**config.mk**
```make
export PLATFORM = sky130hd
export DESIGN_NAME = regfile_wb_arbiter
export DESIGN_NICKNAME = d
export VERILOG_FILES = /design/src/rtl/regfile_pkg.sv /design/src/rtl/rr_pick.sv /design/src/rtl/regfile_wb_arbiter.sv
export SDC_FILE = /design/constraint.sdc
export NUM_CORES = 1
export LEC_CHECK = 0
export BUFFER_PORTS_ARGS = -buffer_cell sky130_fd_sc_hd__buf_2
export CAP_MARGIN = 20
export CELL_PAD_IN_SITES_DETAIL_PLACEMENT = 1
export CELL_PAD_IN_SITES_GLOBAL_PLACEMENT = 2
export CORE_ASPECT_RATIO = 2
export CORE_MARGIN = 3
export CORE_UTILIZATION = 25
export DETAILED_ROUTE_END_ITERATION = 8
export PLACE_DENSITY_LB_ADDON = 0.05
export SLEW_MARGIN = 25
export SYNTH_ARGS = -nofsm -noshare
export SYNTH_HDL_FRONTEND = slang
export SYNTH_HIERARCHICAL = 1
export SYNTH_SLANG_ARGS = --single-unit
```
**constraint.sdc**
```tcl
create_clock -name clk -period 3.2 [get_ports clk]
set_input_delay 0.32 -clock clk [delete_from_list [all_inputs] [get_ports clk]]
set_output_delay 0.32 -clock clk [all_outputs]
set_load 0.005 [all_outputs]
```
**src/rtl/regfile_pkg.sv**
```systemverilog
// Shared definitions for the register-file write-back arbiter slice.
package regfile_pkg;

   localparam int unsigned NREQ_MAX = 4;
   localparam int unsigned CNT_W    = 8;
   localparam int unsigned GIDX_W   = $clog2(NREQ_MAX);

   typedef logic [GIDX_W-1:0] gidx_t;

endpackage

```
**src/rtl/rr_pick.sv**
```systemverilog
// Round-robin priority pick: first valid index at or after ptr, wrapping mod NREQ.
module rr_pick
   import regfile_pkg::*;
#(
   parameter int unsigned NREQ = 3
) (
   input  logic [NREQ-1:0] valid,
   input  gidx_t           ptr,
   output logic [NREQ-1:0] grant,
   output gidx_t           gnt_idx
);

   localparam int unsigned IW = (NREQ > 1) ? $clog2(NREQ) : 1;

   int unsigned   idx;
   logic [IW-1:0] sel;
   logic          found;

   // Walk the ring once starting at ptr; wrap by subtraction so non-power-of-two NREQ is exact.
   always_comb begin
      grant   = '0;
      gnt_idx = '0;
      found   = 1'b0;
      idx     = 0;
      sel     = '0;
      for (int unsigned k = 0; k < NREQ; k++) begin
         idx = 32'(ptr) + k;
         if (idx >= NREQ) begin
            idx = idx - NREQ;
         end
         sel = IW'(idx);
         if (!found && valid[sel]) begin
            found      = 1'b1;
            grant[sel] = 1'b1;
            gnt_idx    = gidx_t'(idx);
         end
      end
   end

endmodule

```
**src/rtl/regfile_wb_arbiter.sv**
```systemverilog
// Register-file write-back arbiter: round-robin grant among NREQ requesters,
// one registered write per cycle, writes to register 0 dropped and counted.
module regfile_wb_arbiter
   import regfile_pkg::*;
#(
   parameter int unsigned NREQ = 3,
   parameter int unsigned AW   = 5,
   parameter int unsigned DW   = 32
) (
   input  logic                 clk,
   input  logic                 rst,
   input  logic [NREQ-1:0]      req_valid,
   input  logic [NREQ*AW-1:0]   req_addr,
   input  logic [NREQ*DW-1:0]   req_data,
   output logic [NREQ-1:0]      req_ready,
   output logic                 write,
   output logic [AW-1:0]        waddr,
   output logic [DW-1:0]        writeData,
   output logic [CNT_W-1:0]     drop_cnt
);

   logic [NREQ-1:0] grant;
   gidx_t           gnt_idx;
   gidx_t           ptr;
   gidx_t           ptr_nxt;
   logic            accept;
   logic            write_q;
   logic [AW-1:0]   sel_addr;
   logic [DW-1:0]   sel_data;

   rr_pick #(.NREQ(NREQ)) u_pick (
      .valid   (req_valid),
      .ptr     (ptr),
      .grant   (grant),
      .gnt_idx (gnt_idx)
   );

   // Grants are suppressed while reset is held so nothing is accepted.
   assign req_ready = rst ? grant : '0;
   assign accept    = |req_ready;
   assign sel_addr  = req_addr[32'(gnt_idx)*AW +: AW];
   assign sel_data  = req_data[32'(gnt_idx)*DW +: DW];
   assign ptr_nxt   = (32'(gnt_idx) == NREQ - 1) ? '0 : gnt_idx + gidx_t'(1);

   always_ff @(posedge clk) begin
      if (!rst) begin
         ptr       <= '0;
         write_q   <= 1'b0;
         waddr     <= '0;
         writeData <= '0;
         drop_cnt  <= '0;
      end else begin
         write_q <= accept && (sel_addr != '0);
         if (accept) begin
            ptr <= ptr_nxt;
            if (sel_addr != '0) begin
               waddr     <= sel_addr;
               writeData <= sel_data;
            end else if (drop_cnt != '1) begin
               drop_cnt <= drop_cnt + CNT_W'(1);
            end
         end
      end
   end

   // A write captured just before reset asserts must never reach the register file.
   assign write = write_q & rst;

endmodule

```
Yosys cells after proc, flatten, opt, wreduce, memory -nomap -nowiden
Index checks and enable logic that the tools add are counted.
{"block": "op_classes", "addsub": 7, "n_bitwise": 4, "mux": 25, "eq_ne": 2, "multipliers": 1, "magnitude_cmp": 9, "n_shift": 2, "n_reduce_logical": 12}
{"operator": "$shiftx 96x8->32", "count": 1}
{"operator": "$shiftx 15x6->5", "count": 1}
{"operator": "$mux 2", "count": 7}
{"operator": "$mux 3", "count": 4}
{"operator": "$lt 2x3->1 const B", "count": 3}
{"operator": "$add 8x1->8 const B", "count": 1}
{"operator": "$mux 1", "count": 8}
{"operator": "$ne 8x8->1 const B", "count": 1}
{"operator": "$bmux 1 s2", "count": 3}
{"operator": "$demux 1 s2", "count": 3}
{"operator": "$ge 2x1->1 const B", "count": 3}
{"operator": "$ge 3x2->1 const B", "count": 2}
{"operator": "$logic_and 1x1->1", "count": 6}
{"operator": "$or 3x3->3", "count": 2}
{"operator": "$sub 2x2->2 const B", "count": 3}
{"operator": "$mul 2x3->5 const B", "count": 1}
{"operator": "$reduce_bool 5->1", "count": 1}
{"operator": "$add 2x1->3 const B", "count": 1}
{"operator": "$add 2x2->3 const B", "count": 1}
{"operator": "$reduce_and 3->1", "count": 1}
{"operator": "$reduce_or 3->1", "count": 1}
{"operator": "$add 2x1->2 const B", "count": 1}
{"operator": "$eq 2x2->1 const B", "count": 1}
{"operator": "$ge 2x2->1 const B", "count": 1}
{"operator": "4 further kinds", "count": 5}
{"block": "word_totals", "wordCells": 67, "input_bits": 116, "out_inout_bits": 49, "reg_bits": 48}

Depth between registers and ports, before layout
{"block": "logic_depth", "depth_word": 16, "depth_mapped": 15, "depth_no_buf": 11}

Modules after synthesis
Netlist, hierarchy kept.
{"module": "regfile_wb_arbiter", "seq_area_each_um2": 960.9, "area_each_um2": 2771.4, "n_inst": 1, "cells_each": 292}
{"module": "rr_pick", "seq_area_each_um2": 0.0, "area_each_um2": 266.5, "n_inst": 1, "cells_each": 38}

Worst setup path after synthesis
No wires, ideal clock.
{"block": "synth_timing", "path_kind": "register -> register", "startpoint": "register ptr[1]", "endpoint": "register drop_cnt[6]", "path_buffers": 2, "setup_slack_ns": 0.259, "period_less_slack_ns": 2.941, "t_required_ns": 3.078, "setup_ns": 0.122, "stages_incl_launch_ff": 13, "arrival_ns": 2.819, "path_cell_list": "dfxtp_1 inv_1 ha_1 buf_6 mux2i_1 o22ai_1 a311oi_1 a21oi_1 buf_6 mux2i_2 o2bb2ai_2 or4_4 o311a_1"}
{"block": "synth_via", "elab_chain_len": 16, "elab_cells_between_ends": 53, "cone_classes": "5 x add/sub; 1 x mul; 9 x order compare; 1 x shift; 24 x mux; 3 x bitwise; 10 x reduce/logical"}
{"item": "start, declared", "line": "regfile_wb_arbiter.sv:24", "rtl": "gidx_t ptr;"}
{"item": "start signal, assigned", "line": "regfile_wb_arbiter.sv:55", "rtl": "ptr <= ptr_nxt;"}
{"item": "parallel branches: the longest is 10 deep, another holds $add 2x1->3"}
{"item": "$mux 2 (*)", "line": "rr_pick.sv:32", "rtl": "if (!found && valid[sel]) begin"}
{"item": "net gnt_idx[1]", "line": "regfile_wb_arbiter.sv:23", "rtl": "gidx_t gnt_idx;"}
{"item": "$mul 2x3->5 (*)", "line": "regfile_wb_arbiter.sv:41", "rtl": "assign sel_addr = req_addr[32'(gnt_idx)*AW +: AW];"}
{"item": "$shiftx 15x6->5 (*)", "line": "regfile_wb_arbiter.sv:41"}
{"item": "$reduce_bool 5->1 (*)", "line": "regfile_wb_arbiter.sv:56", "rtl": "if (sel_addr != '0) begin"}
{"item": "$not 1->1 (no source line) (*)"}
{"item": "$reduce_and 3->1 (no source line) (*)"}
{"item": "end signal, assigned", "line": "regfile_wb_arbiter.sv:60", "rtl": "drop_cnt <= drop_cnt + CNT_W'(1);"}
{"item": "end, declared", "line": "regfile_wb_arbiter.sv:19", "rtl": "output logic [CNT_W-1:0] drop_cnt"}
Mark *: on every way through the listed nets, which the timed path passes. The select of a mux whose other input is x is not followed.
A chain may end at the register's enable or synchronous reset.

Final worst setup path
{"block": "layout_timing", "startpoint": "register ptr[0]", "endpoint": "register writeData[7]"}
{"block": "layout_via", "elab_chain_len": 15, "elab_cells_between_ends": 53, "cone_classes": "5 x add/sub; 1 x mul; 9 x order compare; 2 x shift; 24 x mux; 2 x bitwise; 10 x reduce/logical"}
{"item": "parallel branches: the longest is 10 deep, another holds $add 2x1->3"}
{"item": "$mux 2 (*)", "line": "rr_pick.sv:32"}
{"item": "net gnt_idx[1]", "line": "regfile_wb_arbiter.sv:23"}
{"item": "$mul 2x3->5", "line": "regfile_wb_arbiter.sv:41"}
{"item": "$shiftx 15x6->5", "line": "regfile_wb_arbiter.sv:41"}
{"item": "$reduce_bool 5->1", "line": "regfile_wb_arbiter.sv:56"}
{"item": "$reduce_and 2->1 (no source line)"}
{"item": "end signal, assigned", "line": "regfile_wb_arbiter.sv:58", "rtl": "writeData <= sel_data;"}
{"item": "end, declared", "line": "regfile_wb_arbiter.sv:18", "rtl": "output logic [DW-1:0] writeData,"}
Marks and branches as above.

==> summary.md <==
| Metric | Value |
|---|---|
| Status | `completed` |
| Largest net degree at the start of global routing | `50` |
| Fin. Hold Viols | `0` |
| Post-synth top cells | `dfxtp_1, nand2_1, mux2i_1` |
| Clock buffer depth | `2` |
| Post-layout power | `roughly 4.4 mW` |
| Synthesis warning total | `6` |
| Cell taking the most area after synthesis | `dfxtp_1` |
| Io pins | `between 150 and 200` |
| WP data arrival | `3290 ps` |
| Antenna Nets Post-Route | `0` |
| Pwr dens | `~970 nW/um2` |
| Hold-fix buffers, CTS | `0` |
| Initial drt markers | `112` |
| Worst-path clk slew | `70 ps` |
| Remaining DRCs | `0` |
| GR Overflow Total | `0` |
| Share of the synthesized area in the top cell type | `between 30% and 40%` |
| Worst VDD drop | `~420 uV` |
| Via/cell ratio | `roughly 5` |
| Post-Syn Nets | `about 450` |
| Cell count after placement | `629` |
| Initial antenna violation count | `2` |
| Core area | `11800 um2` |
| Via count | `about 3300` |
| RR Startpoint | `ptr[0]` |
| Worst Path Max Fanout | `32` |
| Max Cap Viol | `0` |
| Max Freq | `around 0.32 GHz` |
| Worst-margin pin slew | `576 ps` |
| Netlist cell types | `47` |
| Chip Height | `roughly 160 um` |
| Post-synth EDFFs | `0` |
| Syn-to-layout area delta | `48.4%` |
| Initial DRT Pass Iterations | `4` |
| Vias in the first global route | `3660` |
| Global Route Usage Sum | `between 10% and 20%` |
| CTS buffer count | `5` |
| Max transition margin | `between 60% and 70%` |
| Pre-CTS setup slack | `-104 ps` |
| Syn Area/Cell | `9.21 um2` |
| Ys flop type | `dfxtp_1` |
| Share of cells above drive strength 1 | `roughly 47%` |
| Final std cells w/o fill | `approximately 650` |
| Start point of the critical path | `ptr[0]` |
| Port Buffers | `about 160` |
| Register area share after synthesis | `between 30% and 40%` |
| Leakage | `about 2 nW` |
| Die X | `about 84 um` |
| Crit-path slowest cell | `dfxtp_4` |
| CTS root buf | `clkbuf_16` |
| Final setup skew | `8.00 ps` |
| Period utilization | `96.9%` |
| Count leader, synth | `dfxtp_1` |
| Synth area leaders | `dfxtp_1, mux2i_1, o221a_1` |
| Post-layout util | `38.3%` |
| Max-slew violation count | `0` |
| CTS tree | `built` |
| First-pass GRT wire length | `roughly 19000 um` |
| Die Area | `13600 um2` |
| Area of the multi-input gates | `between 1500 and 2000 um2` |
| Final worst setup slack | `between 90 and 100 ps` |
| Row Count | `between 50 and 60` |
| Crit path top cell by count | `a21oi_4` |
| # fillers | `~1400` |
| WL per Instance | `~19 um` |
| Mapped cell area | `between 3000 and 4000 um2` |
| Fin crit period | `3100 ps` |
| Starting Density | `between 20 and 30%` |
| Fin nets | `between 600 and 700` |
| Crit-path max cell delay | `~370 ps` |
| Critical-path cell list | `inv_1, ha_4, nand2_1, nor3_4, a311oi_2, a21oi_4, buf_6, mux2i_2, a2bb2oi_2, buf_4, and4_1, a21oi_4, buf_12, o221a_2` |
| Drt total wl | `roughly 13000 um` |
| Worst-Skew Late Latency | `~290 ps` |
| Htree depth | `2` |
| Hold crit path type | `in2reg` |
| Crit. End Element | `flip-flop` |
| Type of the worst setup path | `reg2reg` |
| Final setup viols | `0` |
| Hold Crit Start | `rst` |
| Critical Path Start Type | `flip-flop` |
| Gpl congestion | `roughly 0.75` |
| DP HPWL | `9420 um` |
| Flip-flop and latch area | `966 um2` |
| Number of synthesized register bits | `48` |
| Clock Sink Count | `48` |
| Cell count after synthesis | `330` |
| Worst EP required | `between 3000 and 4000 ps` |
| Asr flop ratio synth | `0%` |
-- cells in the final DEF (no fill, tap or decap), types with 5 or more instances in the layout --
master,n
inv_1,9
o21ai_0,7
buf_4,25
nor2_1,7
o211ai_1,33
dfxtp_1,46
nor3_1,5
o221a_1,30
mux2i_1,39
clkbuf_16,7
a2bb2oi_2,6
nand4_1,5
a21oi_1,8
a31oi_1,5
buf_2,164
nand2_1,47
-- layout make-up --
| type | count | share of cell area [%] |
|---|---|---|
| antenna | 2 | 0.111 |
| sequential | 48 | 21.4 |
| clock inverter | 1 | 0.666 |
| clock buffer | 7 | 3.39 |
| tap | 145 | 4.02 |
| timing repair buffer | 197 | 25.7 |
| inverter | 9 | 0.749 |
| multi-input combinational | 243 | 43.9 |
-- cells by family after synthesis --
group / synth area share (%)
compound gates: 30.5
mux: 14.6
fa+ha+maj: 2.06
buf+inv: 7.12
flops: 31.6
simple gates: 14.0
-- state kept, by name, indices dropped and copies added (netlist names) --
name,count
writeData,32
drop_cnt,8
waddr,5
ptr,2
write_q,1
-- stage by stage --
step	instance area (um2)	TNS, ps	hold WS [ps]
global route	4510	-1620	446
global placement	4060	-1270	465
CTS	4300	0	414
finish	4510	0	408
floorplan	3040	0	464
detailed placement	4060	-3030	498
-- worst max-delay path: cells and delay by family, from the launching register on --
family	cells	cell delay, ps
AO/OA/AOI/OAI	5	930
buffers and inverters	4	580
AND/OR/NAND/NOR	3	570
flip-flops	1	370
adder cells (fa/ha/maj)	1	300
multiplexers	1	210
-- per-layer routing --
metal  wire, um  global-route usage, %
met1       4270                   17.2
met2       7400                   35.7
met3        540                   2.49
met4        286                   6.37
met5          0                      0
-- timing repair --
| action | CTS | global route |
|---|---|---|
| pin swaps | 0 | 3 |
| setup buffers | 5 | 4 |
| endpoints found under the setup margin | 37 | 45 |
| gates resized for setup | 3 | 18 |
| cloned | 0 | 3 |
-- worst paths after layout --
check	to	slack, ps	cells past startpoint
worst max-delay path	writeData[7]	100	14
worst min-delay path	waddr[2]	410	3
worst max register to register	writeData[7]	100	14
worst min register to register	drop_cnt[5]	500	1
-- where the power goes --
part / switching (mW) / internal [mW] / leakage [nW]
clock: 0.237 / 0.412 / 0.0901
combinational: 1.46 / 1.29 / 1.51
sequential: 0.143 / 0.841 / 0.396
total: 1.84 / 2.55 / 1.99
(Power assumes the default switching activity.)
